[src/rtl/alu_4bit_resp.sv]
// alu_4bit_resp: 4-bit add/sub/and/or ALU with a valid/ready request side and
// a 2-entry in-order result buffer on the response side.
//
// Ports:
//   clk, rst           rising-edge clock, synchronous active-high reset
//   in_valid/in_ready  request handshake (a, b, op sampled on accept)
//   a, b               4-bit operands
//   op                 00 add, 01 sub, 10 and, 11 or
//   out_valid/out_ready response handshake for the buffer head
//   f, carry, zero     head result and its flags (all 0 while out_valid is 0)
//   op_count           accepted-request count, saturating at 8'hFF
//
// Configuration:
//   ALU_RESP_FLAGS_EN  defined: carry/zero computed and buffered with f.
//                      undefined: carry/zero tied to 0, no flag storage.
module alu_4bit_resp (
    input  logic       clk,
    input  logic       rst,
    input  logic       in_valid,
    output logic       in_ready,
    input  logic [3:0] a,
    input  logic [3:0] b,
    input  logic [1:0] op,
    output logic       out_valid,
    input  logic       out_ready,
    output logic [3:0] f,
    output logic       carry,
    output logic       zero,
    output logic [7:0] op_count
);

    localparam int unsigned DATA_W  = 4;
    localparam int unsigned COUNT_W = 8;

    typedef enum logic [1:0] {
        EMPTY = 2'd0,
        ONE   = 2'd1,
        FULL  = 2'd2
    } occ_t;

    typedef struct packed {
        logic [DATA_W-1:0] f;
`ifdef ALU_RESP_FLAGS_EN
        logic              carry;
        logic              zero;
`endif
    } entry_t;

    occ_t               state_q, state_d;
    entry_t             head_q, head_d;
    entry_t             tail_q, tail_d;
    entry_t             res;
    logic               in_ready_q;
    logic               out_valid_q;
    logic [COUNT_W-1:0] op_count_q, op_count_d;
    logic               push, pop;

    // Result of the request currently presented on a/b/op.
    always_comb begin
        res   = '0;
        case (op)
            2'b00:   res.f = a + b;
            2'b01:   res.f = a - b;
            2'b10:   res.f = a & b;
            default: res.f = a | b;
        endcase
`ifdef ALU_RESP_FLAGS_EN
        case (op)
            2'b00:   res.carry = 5'({1'b0, a} + {1'b0, b}) >= 5'd16;
            2'b01:   res.carry = (a >= b);
            default: res.carry = 1'b0;
        endcase
        res.zero = (res.f == 4'h0);
`endif
    end

    assign push = in_valid && in_ready_q;
    assign pop  = out_valid_q && out_ready;

    // Occupancy next-state and buffer moves; a vacated head is cleared so
    // the head outputs read 0 whenever nothing is valid.
    always_comb begin
        state_d    = state_q;
        head_d     = head_q;
        tail_d     = tail_q;
        op_count_d = op_count_q;

        case (state_q)
            EMPTY: begin
                if (push) begin
                    head_d  = res;
                    state_d = ONE;
                end
            end
            ONE: begin
                if (push && pop) begin
                    head_d = res;
                end else if (push) begin
                    tail_d  = res;
                    state_d = FULL;
                end else if (pop) begin
                    head_d  = '0;
                    state_d = EMPTY;
                end
            end
            FULL: begin
                // in_ready is low here, so only a pop can happen.
                if (pop) begin
                    head_d  = tail_q;
                    tail_d  = '0;
                    state_d = ONE;
                end
            end
            default: begin
                head_d  = '0;
                tail_d  = '0;
                state_d = EMPTY;
            end
        endcase

        if (push && (op_count_q != 8'hFF)) begin
            op_count_d = op_count_q + 8'd1;
        end
    end

    // State and registered outputs; handshake flags follow the next state.
    always_ff @(posedge clk) begin
        if (rst) begin
            state_q     <= EMPTY;
            head_q      <= '0;
            tail_q      <= '0;
            in_ready_q  <= 1'b1;
            out_valid_q <= 1'b0;
            op_count_q  <= '0;
        end else begin
            state_q     <= state_d;
            head_q      <= head_d;
            tail_q      <= tail_d;
            in_ready_q  <= (state_d != FULL);
            out_valid_q <= (state_d != EMPTY);
            op_count_q  <= op_count_d;
        end
    end

    assign in_ready  = in_ready_q;
    assign out_valid = out_valid_q;
    assign f         = head_q.f;
    assign op_count  = op_count_q;
`ifdef ALU_RESP_FLAGS_EN
    assign carry     = head_q.carry;
    assign zero      = head_q.zero;
`else
    assign carry     = 1'b0;
    assign zero      = 1'b0;
`endif

endmodule

[config.mk]
export PLATFORM = sky130hd
export DESIGN_NAME = alu_4bit_resp
export DESIGN_NICKNAME = d
export VERILOG_FILES = /design/src/rtl/alu_4bit_resp.sv
export SDC_FILE = /design/constraint.sdc
export NUM_CORES = 1
export LEC_CHECK = 0
export ABC_AREA = 1
export CORE_MARGIN = 2
export CORE_UTILIZATION = 45
export DETAILED_ROUTE_END_ITERATION = 16
export GPL_TIMING_DRIVEN = 0
export PLACE_DENSITY_LB_ADDON = 0.1
export RECOVER_POWER = 100
export SLEW_MARGIN = 20
export SYNTH_ARGS = -nofsm -noshare
export SYNTH_HDL_FRONTEND = slang
export SYNTH_SLANG_ARGS = --single-unit
export TNS_END_PERCENT = 50
[constraint.sdc]
create_clock -name clk -period 2.35 [get_ports clk]
set_input_delay 0.235 -clock clk [delete_from_list [all_inputs] [get_ports clk]]
set_output_delay 0.235 -clock clk [all_outputs]
set_load 0.005 [all_outputs]
Yosys cells after proc, flatten, opt, wreduce, memory -nomap -nowiden
Cells that the tools add are included.
{"block": "totals", "ff_bits": 20, "inputBits": 14, "word_cells": 48}
{"block": "op_classes", "addsub": 3, "n_eq_ne": 12, "n_mux": 15, "bitwise_logic": 3, "reduce_logical": 9}
{"op": "one-hot mux 4 bit (3 select lines)", "n": 3}
{"op": "2-to-1 mux 4 bit", "n": 6}
{"op": "2-to-1 mux 2 bit", "n": 5}
{"op": "!= test 2 bit (second input constant)", "n": 5}
{"op": "adder 8 x 1 -> 8 bit (second input constant)", "n": 1}
{"op": "!= test 8 bit (second input constant)", "n": 1}
{"op": "AND reduction 4 bit", "n": 2}
{"op": "!= test 3 bit (second input constant)", "n": 2}
{"op": "one-hot mux 2 bit (3 select lines)", "n": 1}
{"op": "adder 4 bit", "n": 1}
{"op": "bitwise AND 4 bit", "n": 1}
{"op": "equality test 2 x 1 -> 1 bit (second input constant)", "n": 2}
{"op": "equality test 2 bit (second input constant)", "n": 2}
{"op": "logical AND 1 bit", "n": 4}
{"op": "zero test 2 bit", "n": 2}
{"op": "OR 4 bit", "n": 1}
{"op": "subtractor 4 bit", "n": 1}
{"op": "nonzero test 2 bit", "n": 1}
{"op": "NOT 1 bit", "n": 1}

Depth between registers and ports, before layout
{"block": "depth", "ltp_word": 6, "depth_mapped": 15}

Worst setup path before layout
No wires, ideal clock.
{"block": "synth_timing", "kind": "input -> register", "start": "input port b[0]", "end": "register head_q, in the netlist f[1]", "setup_time_ns": 0.066, "arrival_time_ns": 1.847, "t_required_ns": 2.284, "path_slack_ns": 0.437, "path_stages": 13, "path_buffers": 0, "path_cell_list": "inv_1 > ha_1 > nand2_1 > o21ai_0 > fa_1 > nand2_1 > nand2_1 > a31oi_1 > and2_1 > nand2_1 > nand3_1 > nand2_1 > a21oi_2"}
{"block": "synth_between", "elab_chain_len": 4, "elab_cells_between_ends": 6, "cone_classes": "2 x add/sub; 4 x mux"}
{"element": "start: declaration", "line": "22", "source": "input logic [3:0] b,"}
{"element": "subtractor 4 bit or adder 4 bit (tied branches)", "line": "63, 62"}
{"element": "one-hot mux 4 bit (3 select lines) (*)", "line": "61", "source": "case (op)"}
{"element": "2-to-1 mux 4 bit (on tied branches)", "line": "96, 90"}
{"element": "one-hot mux 4 bit (3 select lines) (*)", "line": "88", "source": "case (state_q)"}
{"element": "end signal: assignment", "line": "130", "source": "head_q <= '0;"}
{"element": "end signal: assignment", "line": "137", "source": "head_q <= head_d;"}
{"element": "end: declaration", "line": "50", "source": "entry_t head_q, head_d;"}
Every way passes the cells marked *; elsewhere a longest branch is shown, timed or not. The select of a mux whose other input is x is not followed.
A chain may end at the register's enable or synchronous reset.

Worst setup path in the final report
{"block": "layout_timing", "start": "input port b[1]", "end": "register head_q, in the netlist f[1]"}
{"block": "layout_between", "elab_chain_len": 4, "elab_cells_between_ends": 8, "cone_classes": "2 x add/sub; 4 x mux; 2 x bitwise"}
{"element": "subtractor 4 bit (tied with other cells)", "line": "63", "source": "2'b01: res.f = a - b;"}
{"element": "one-hot mux 4 bit (3 select lines) (*)", "line": "61"}
{"element": "2-to-1 mux 4 bit (on tied branches)", "line": "96, 90"}
{"element": "one-hot mux 4 bit (3 select lines) (*)", "line": "88"}
Marked as above.

==> metrics.txt <==
Syn Inst Count=195; number of synthesized flops with an enable pin=0; drt drc=0; # H-tree levels=1; Worst Skew=0.00534 ns; Worst Hold Class=in2reg; clk sinks=20; crit-path cells=clkdlybuf4s50_1, inv_2, ha_1, nand2_1, o21ai_2, fa_1, nand2_1, nand2_1, a31oi_2, and2_1, nand2_1, nand3_1, nand2_1, a21oi_2; largest net degree at the start of global routing=12; critical path required time=2.59 ns; # rows=19; die footprint=0.00332 mm2; #FFs+latches synth=20; first-pass GRT wire length=4910 um; Post-Route Utilization=0.596; Setup crit start kind=input pin; Lkg Pwr=0.800 nW; clk buf depth=2; status=finished, final reports clean; grt ovf=0; Diodes inserted=0; crit path capture type=register; layout cell share with drive strength beyond 1=0.0885; # port buffers=26; worst path buffer plus inverter count=2; Final setup violation count=0; critical path's top delay family=adder cells; achievable frequency=453 MHz; RSZ-0062 raised after global routing=no; first-iteration detailed-routing DRC count=31; FF+latch area=400 um2; Final HPWL DP=2290 um; post-DR wirelength/cell=11.0 um; Async SR Flop Fraction=0; most used cell, CP=nand2_1; CTS tree=yes; Final nets=249; Pre-Repair DR Iteration Count=4; CTS root buf=clkbuf_4; vias per cell=5.14; syn avg cell area=6.63 um2; Post-CTS Setup Bufs=0; crit-path max FO=5; footprint of the multi-input gates=756 um2; DIE WIDTH=57.6 um; Core Box Area=0.00273 mm2; number of global-route vias before repair=1201; clock latency on the worst-skew pair=0.30 ns; library cells used by synthesis=32; Tmin final=2.21 ns; fin crit share=0.940; final hold viol count=0; power per cell area=540 mW/mm2; Vias=1320; Antenna Nets Post-Route=0; slowest CP cell=clkdlybuf4s50_1; initial antenna violation count=0; TritonCTS buffer count=3; Hold Buf Count CTS=0; Die H=57.6 um; Max IR drop VDD=517 uV; max cap viols=0; Synth Flop Type=dfxtp_1; Initial Util=0.473; crit path kind=in2reg; fillers=254; final wirelength=2830 um; IO Count=30; Clock transition at path regs=0.11 ns; GRT Util Overall=0.185; GPL Wtd Cong=0.818; Synth Warn #=0; Seq/Total Area, Yosys=0.309; CP arrival=2.45 ns; post-route cell area=0.00163 mm2; post-synthesis cell area=0.00129 mm2; Area Overhead vs Synth=25.9%; final slew viol count=0; slowest stage delay, CP=0.47 ns; Placed Area=0.00160 mm2
-- layout by cell type, fill, tap and decap left out, types with 2 or more instances in the layout --
cell type	netlist	layout
nand3_1	13	13
nor2_1	18	20
clkbuf_4	0	3
a21oi_1	15	16
clkdlybuf4s50_1	0	10
nand4_1	2	2
dfxtp_1	20	20
o21ai_1	5	2
buf_4	2	2
nand2_2	3	3
inv_1	25	25
o21ai_2	1	2
o21ai_0	11	13
conb_1	1	2
inv_2	3	2
ha_1	7	7
nand2_1	49	49
dlygate4sd3_1	0	15
a21oi_2	2	2
-- registers in the layout (all words and copies together), names as in the netlist --
signal and flops:
tail_q 4, state_q 2, op_count 8, out_valid 1, in_ready 1, f 4
-- cell families (layout without fill, tap and decap cells) --
kind of cell	Yosys count	in the layout	synth area share
compound gates	40	40	0.181
simple gates	91	91	0.306
fa+ha+maj	8	8	0.0832
buf+inv	33	63	0.104
xor+xnor	2	2	0.0135
flops	20	20	0.309
other cells	1	2	0.00290
-- stage by stage --
stage / hold slack (ns) / instances / setup TNS [ns] / total power [mW] / setup slack [ns]
2_1_floorplan: 0.445 / 196 / 0 / 0.584 / 0.437
3_3_place_gp: 0.457 / 253 / -0.835 / 0.684 / -0.294
3_5_place_dp: 0.466 / 253 / -1.08 / 0.694 / -0.333
4_1_cts: 0.220 / 257 / 0 / 0.895 / 0.0457
5_1_grt: 0.219 / 257 / 0 / 0.946 / 0.00774
6_report: 0.227 / 257 / 0 / 0.879 / 0.142
-- power by group --
part	internal [mW]	switching, mW	leakage, nW
registers	0.371	0.0215	0.163
logic	0.123	0.166	0.615
clock network	0.0945	0.103	0.0210
total	0.589	0.290	0.800
-- layout make-up --
class | count | share of cell area
clock buffers | 4 | 0.0223
inverters | 29 | 0.0684
multi-input cells | 143 | 0.464
well taps | 31 | 0.0238
plain buffers | 4 | 0.0146
repair buffers | 26 | 0.161
flip-flops and latches | 20 | 0.246
-- worst register-to-register path, delay by kind of cell, from the launching register on --
| kind | cells | cell delay [ns] |
|---|---|---|
| DFF | 1 | 0.36 |
| buffers and inverters | 1 | 0.16 |
| adders and majority gates | 1 | 0.23 |
| and+or+nand+nor | 4 | 0.43 |
| AOI/OAI and AO/OA | 3 | 0.71 |
-- cell usage after synthesis (all sizes together) (2+ instances only) --
library cell,instances,area share
o21ai,17,0.069
ha,7,0.068
buf,3,0.015
a31oi,2,0.0097
nand4,2,0.0097
a21oi,18,0.084
nand3,14,0.058
nor2,21,0.071
dfxtp,20,0.31
nand2,52,0.16
inv,29,0.086
-- metal layers --
| metal | up-vias | wire [um] | GRT usage |
|---|---|---|---|
| met5 | - | 0 | 0 |
| met4 | 0 | 10 | 0.0332 |
| met3 | 2 | 122 | 0.0469 |
| met2 | 34 | 1320 | 0.299 |
| met1 | 601 | 1370 | 0.252 |
| li1 | 683 | - | - |
-- what timing repair did --
action,4_1_cts,5_1_grt
pin swaps,0,1
setup endpoints to repair,1,4
gates resized for setup,1,4
cloned,0,0
-- final timing paths --
| check | from | to | slack, ns | cells after the start |
|---|---|---|---|---|
| min reg2reg | tail_q[0] | tail_q[0] | 0.48 | 2 |
| max | b[1] | f[1] | 0.14 | 14 |
| max reg2reg | op_count[0] | op_count[7] | 0.34 | 9 |
| min | rst | f[1] | 0.23 | 2 |
(Power assumes the default switching activity.)
